<file path="config.mk">
export PLATFORM = sky130hd
export DESIGN_NAME = vga_pattern_gen
export DESIGN_NICKNAME = d
export VERILOG_FILES = /design/src/rtl/vga_pattern_gen.sv
export SDC_FILE = /design/constraint.sdc
export NUM_CORES = 1
export LEC_CHECK = 0
export ABC_AREA = 1
export BUFFER_PORTS_ARGS = -buffer_cell sky130_fd_sc_hd__buf_4
export CAP_MARGIN = 15
export CORE_ASPECT_RATIO = 1.75
export CORE_UTILIZATION = 40
export CTS_BUF_LIST = sky130_fd_sc_hd__clkbuf_8
export DETAILED_ROUTE_END_ITERATION = 8
export PLACE_DENSITY = 0.62
export SLEW_MARGIN = 20
export SYNTH_ARGS = -nofsm -noshare
export SYNTH_HDL_FRONTEND = slang
export SYNTH_SLANG_ARGS = --single-unit
</file>
<file path="constraint.sdc">
create_clock -name clk -period 2.31 [get_ports clk]
set_input_delay 0.1155 -clock clk [delete_from_list [all_inputs] [get_ports clk]]
set_output_delay 0.1155 -clock clk [all_outputs]
set_load 0.05 [all_outputs]
</file>
<file path="src/rtl/vga_pattern_gen.sv">
// vga_pattern_gen: per-pixel colour from LFSR noise or column bars, with optional bar scrolling.
// Also derives multi-channel audio noise from the pixel shift register.
module vga_pattern_gen #(
   parameter int COLOR_BITS = 8,
   parameter int CPP_LOG2 = 3,
   parameter int DIV_W = 13,
   parameter int BAR_SHIFT = 7,
   parameter int LFSR_BITS = 16,
   parameter logic [LFSR_BITS-1:0] LFSR_TAPS = 16'hB400,
   parameter logic [LFSR_BITS-1:0] SEED = 16'hACE1,
   parameter int AUDIO_CH = 2
) (
   input  logic                  clk,
   input  logic                  reset_n,
   input  logic                  hsync,
   input  logic                  vsync,
   input  logic [1:0]            mode,
   input  logic                  pause,
   input  logic                  scroll,
   output logic [COLOR_BITS-1:0] color,
   output logic [AUDIO_CH-1:0]   audio
);
   localparam logic [DIV_W-1:0] STEP = DIV_W'(1 << CPP_LOG2);
   localparam logic [DIV_W-1:0] AUD_DIV = DIV_W'((1 << (DIV_W - 1)) - 1);

   logic [DIV_W-1:0]      div_q, div_d, scroll_q, scroll_d;
   logic [LFSR_BITS-1:0]  lfsr_q, lfsr_d;
   logic [COLOR_BITS-1:0] sr_q, sr_d, color_q, color_d, bar;
   logic [AUDIO_CH-1:0]   audio_q, audio_d;
   logic                  vsync_q, vs_rise, pix_stb, aud_stb, noise, bar_mono;
   logic [2:0]            bar_sel;

   assign vs_rise = vsync & ~vsync_q;
   assign noise = lfsr_q[0];
   assign pix_stb = (&div_q[CPP_LOG2-1:0]) & ~hsync;
   assign aud_stb = div_q == AUD_DIV;
   assign bar_mono = 1'((div_q + scroll_q) >> (BAR_SHIFT - 2));
   assign bar_sel = 3'((div_q + scroll_q) >> BAR_SHIFT);

   // Colour bars: each output bit picks one of three column bits, widest bar on the MSBs
   for (genvar i = 0; i < COLOR_BITS; i++) begin : g_bar
      assign bar[i] = bar_sel[(3 * i + 2) / COLOR_BITS];
   end

   always_comb begin
      div_d = hsync ? '0 : div_q + DIV_W'(1);
      lfsr_d = (pause && vsync) ? SEED : (lfsr_q >> 1) ^ (lfsr_q[0] ? LFSR_TAPS : '0);
      scroll_d = (vs_rise && scroll) ? scroll_q + STEP : scroll_q;
      sr_d = mode[1] ? (mode[0] ? bar : {COLOR_BITS{bar_mono}})
                     : (mode[0] ? {sr_q[COLOR_BITS-2:0], noise} : {COLOR_BITS{noise}});
      color_d = pix_stb ? sr_q : color_q;
      audio_d = (aud_stb && !mode[1] && !pause) ? sr_q[AUDIO_CH-1:0] : audio_q;
   end

   always_ff @(posedge clk) begin
      if (!reset_n) begin
         div_q <= '0;
         sr_q <= '0;
         color_q <= '0;
         audio_q <= '0;
         lfsr_q <= SEED;
         scroll_q <= '0;
         vsync_q <= 1'b0;
      end else begin
         div_q <= div_d;
         sr_q <= sr_d;
         color_q <= color_d;
         audio_q <= audio_d;
         lfsr_q <= lfsr_d;
         scroll_q <= scroll_d;
         vsync_q <= vsync;
      end
   end

   assign color = color_q;
   assign audio = audio_q;
endmodule

</file>
Word-level counts from Yosys, hierarchy flattened
Cells that the tools add are included.
- add/sub/neg operators: 3
- reduce and logical (&&, ||, !) cells: 9
- mux-type cells: 4
- bitwise gates (word level): 6
- equal/unequal tests: 1
- operators by type and width (cell ; count):
    8-bit 2-to-1 mux ; 3
    16-bit 2-to-1 mux ; 1
    15-bit by 16-bit bitwise XOR with 16-bit output ; 1
    13-bit by 1-bit adder with 13-bit output (second input constant) ; 1
    13-bit by 4-bit adder with 13-bit output (second input constant) ; 1
    13-bit by 12-bit equality test with 1-bit output (second input constant) ; 1
    10-bit adder ; 1
    1-bit logical AND ; 4
    2-bit OR reduction ; 2
    1-bit inverter ; 3
    3-bit AND reduction ; 1
    1-bit bitwise AND ; 2
    1-bit zero test ; 2
- output and inout bits: 10
- bits in registers: 61
- word-level logic and storage cells: 30

Longest topological paths before layout
- depth after elaboration: 3
- gate-level depth with buffers: 10
- mapped depth without buffers: 10

Least setup slack after synthesis
No wires, ideal clock.
- path kind: reg2reg
- start point: register div_q[8]
- end point: register sr_q[5]
- setup time: 132 ps
- cell stages (with the launch flop): 10
- clock period less this slack: 1406 ps
- arrival time: 1274 ps
- path slack: 904 ps
- path through: dfxtp_1 > ha_1 > nand2_1 > inv_1 > a21oi_1 > nand3_1 > nand3_1 > nand2_1 > nand2_1 > a21oi_1
- cells in the longest elaborated chain, start to end: 3
- ends and longest elaborated chain (element ; RTL line ; source):
    from (decl) ; 26 ; logic [DIV_W-1:0] div_q, div_d, scroll_q, scroll_d;
    from (signal assigned) ; 65 ; div_q <= div_d;
    10-bit adder ; 38 ; assign bar_sel = 3'((div_q + scroll_q) >> BAR_SHIFT);
    8-bit 2-to-1 mux (2 in a row) ; 49 ; sr_d = mode[1] ? (mode[0] ? bar : {COLOR_BITS{bar_mono}})
    to (signal assigned) ; 66 ; sr_q <= sr_d;
    to (decl) ; 28 ; logic [COLOR_BITS-1:0] sr_q, sr_d, color_q, color_d, bar;
No other way between the ends.
A chain may end at the register's enable or synchronous reset.

Worst setup path in the final report
- start point: register div_q[0]
- end point: register color_q[4], in the netlist color[4]
- cells in the longest elaborated chain, start to end: 2
- ends and longest elaborated chain (element ; RTL line ; source):
    3-bit AND reduction ; 35 ; assign pix_stb = (&div_q[CPP_LOG2-1:0]) & ~hsync;
    1-bit bitwise AND ; 35 ;
    to (signal assigned) ; 67 ; color_q <= color_d;
    to (decl) ; 28 ;
No other way between the ends.

==> impl_results.md <==
* Status: complete, no violations
* Post-CTS Setup Repair Bufs at 0
* Fin. max-slew vios at 0
* Routability Congestion at 0.7935
* Clk_skew at 0.009728 ns
* Setup TNS Final at 0 ns
* HP Class: in -> reg
* Critical-path maximum fanout at 10
* Clock Path Buffers at 2
* Hold Path End: vsync_q
* Hold_buf cts at 0
* R2r endpoint: color[4]
* Syn avg cell area at 7.491 um^2
* Final ANT Viol Nets at 0
* Fmax at 0.5647 GHz
* Synthesized Nets at 323
* WS Path Type: reg -> reg
* TritonCTS clock tree: yes
* Vias in the first global route at 1826
* Post-synthesis sequential area ratio at 0.4788
* Nets@finish at 341
* Final Hold Viols at 0
* Max-cap violations at 0
* Critical path arrival at 1.97 ns
* Psw at 363.0 uW
* CTS sink cnt at 55
* R2R depth at 7
* Avg WL per Cell at 11.74 um
* CP endpoint kind: register
* Reg2Reg Setup Slack at 0.54 ns
* Leakage at 0.001177 uW
* WP data required at 2.51 ns
* Setup ws final at 0.5392 ns
* PortBufs at 17
* Synth Instances at 307
* CORE AREA at 5540 um^2
* RSZ-0062 raised after global routing: false
* Reg clk slew, reported paths at 0.10 ns
* Initial antenna violation count at 0
* Vias/cell at 4.699
* Drt pass-1 iters at 4
* Drt initial violations at 80
* Worst r2r src: div_q[0]
* Internal at 1214 uW
* Ant diodes at 0
* Combinational group share of total power at 0.053
* Pin count of the biggest net entering global routing at 16
* Final wirelength at 4718 um
* Cell Area, Synth at 2300 um^2
* Max-slew headroom at 0.6273
* Worst hold margin at 0.02732 ns
* Cts bufs inserted at 5
* Final setup viols at 0
* Hpwl dp at 3640 um
* Switching Share at 0.2302
* Die height at 102.3 um
* #FFs+latches synth at 55
* Critical path launch point type: register
* GR Util All Layers at 0.1816
* Width of the die at 59.32 um
* Synthesis Warnings at 0
* Power share of the sequential group at 0.630
* Maximum vdd drop at 471.8 uV
* Die area at 6068 um^2
* Hold Crit Depth at 3
* Fillers at 568
* Share of layout cells above drive strength 1 at 0.1074
* Pre-CTS WS at 0.5532 ns
* Area Growth Syn to Fin at 12.24%
* DR vias at 1889
* Netlist cell types at 25
* Gr ovfl total at 0
* Global-route wire length before repair at 8245 um
* Tot Pwr at 1577 uW
* Clock power share at 0.318
* Fin crit share at 0.7666
* Worst-skew pair later-pin latency at 0.30 ns
* Post-CTS resize count at 0
* Crit path time final at 1.771 ns
* Worst setup path start: div_q[0]
* PD cells at 610.8 nW/um^2
* I/O pin count at 18
* H-Tree Depth at 2
* Row Count at 36
* CTS root buf: clkbuf_8
* DRC at 0
* Least-Margin Pin Slew at 0.5570 ns
* Hold Crit Start: vsync
* Initial Utilization at 0.4151
power by group through the flow:
stage	Sequential, uW	Clock [uW]	Combinational [uW]
final	993	501	82.8
after global routing	996	562	96.8
after CTS	993	521	84.4
after detailed placement	1020	0	83.9
after global placement	1010	0	82.7
after floorplan	1010	0	61.2
Yosys cell counts:
library cell   n  area share
a211oi_1       1      0.0033
a21oi_1       28       0.061
and3_1         1      0.0027
clkbuf_1       6      0.0098
dfxtp_1       55        0.48
ha_1           8       0.044
inv_1         40       0.065
inv_2          5      0.0082
nand2_1       63        0.10
nand2_2        1      0.0027
nand3_1       12       0.026
nand4_1        4       0.011
nor2_1        40       0.065
nor2_2         2      0.0054
nor2_4         1      0.0049
nor3_1         5       0.011
nor3_2         2      0.0087
nor3_4         1      0.0071
nor3b_1        1      0.0033
o21ai_0       17       0.037
o21ai_1        2      0.0044
or2_0          1      0.0027
or2_1          6       0.016
xnor2_1        4       0.015
xor2_1         1      0.0038
state kept, by name, summed over array words and instances, names as in the netlist:
signal	cells
div_q	13
color	8
vsync_q	1
scroll_q	7
sr_q	8
audio	2
lfsr_q	16
worst max-delay path by stage:
stage	to	cells past startpoint
4_1_cts	color[4]	7
3_3_place_gp	color[5]	7
5_1_grt	color[5]	7
3_5_place_dp	color[4]	7
2_1_floorplan	sr_q[5]	9
6_report	color[4]	7
layout by cell type, fill, tap and decap left out, types with 2 or more instances in the layout:
| master | netlist | final |
|---|---|---|
| nand2_1 | 63 | 63 |
| dfxtp_1 | 55 | 55 |
| inv_1 | 40 | 42 |
| nor2_1 | 40 | 40 |
| a21oi_1 | 28 | 28 |
| o21ai_0 | 17 | 17 |
| buf_4 | 0 | 17 |
| nand3_1 | 12 | 12 |
| ha_1 | 8 | 8 |
| or2_1 | 6 | 6 |
| inv_2 | 5 | 5 |
| nor3_1 | 5 | 5 |
| clkbuf_8 | 0 | 5 |
| xnor2_1 | 4 | 4 |
| nand4_1 | 4 | 4 |
| nor2_2 | 2 | 2 |
| nor3_2 | 2 | 2 |
| o21ai_1 | 2 | 2 |
per-layer routing:
metal | vias to the layer above | GRT usage | part of all wire
met2 | 26 | 0.3224 | 0.53
met5 | - | 0 | 0
met4 | 0 | 0.09524 | 0.033
li1 | 1002 | - | -
met3 | 14 | 0.02911 | 0.024
met1 | 847 | 0.2014 | 0.41
logic make-up (layout without fill, tap and decap cells):
| family | after synthesis | in the layout | share of synthesized area |
|---|---|---|---|
| AOI/OAI and AO/OA | 48 | 48 | 0.1055 |
| adders and majority gates | 8 | 8 | 0.04353 |
| buffers and inverters | 51 | 70 | 0.08324 |
| xor gates and xnor gates | 5 | 5 | 0.01904 |
| and+or+nand+nor | 140 | 140 | 0.2699 |
| DFF | 55 | 55 | 0.4788 |
worst max-delay path, cell delays in order, from the launching register on:
cell	delay (ns)
dfxtp_1	0.37
ha_1	0.18
ha_1	0.19
inv_1	0.05
nor2_1	0.43
inv_1	0.25
nor2_1	0.15
nor2_1	0.06
per-stage QoR:
stage | cells | area (um^2) | utilization
2_1_floorplan | 307 | 2300 | -
3_3_place_gp | 394 | 2500 | 0.4512
3_5_place_dp | 394 | 2500 | 0.4512
4_1_cts | 402 | 2581 | 0.4659
5_1_grt | 402 | 2581 | 0.4659
6_report | 402 | 2581 | 0.4659
cell type report:
| cell class | instances | area (um^2) | area share |
|---|---|---|---|
| clock buffers | 5 | 68.82 | 0.02666 |
| inverters | 45 | 168.9 | 0.06544 |
| well taps | 76 | 95.09 | 0.03684 |
| flip-flops and latches | 55 | 1101 | 0.4266 |
| clock inverters | 3 | 12.51 | 0.004847 |
| repair buffers | 17 | 127.6 | 0.04944 |
| multi-input cells | 201 | 1007 | 0.3902 |
Power figures use the tool's default switching activity.
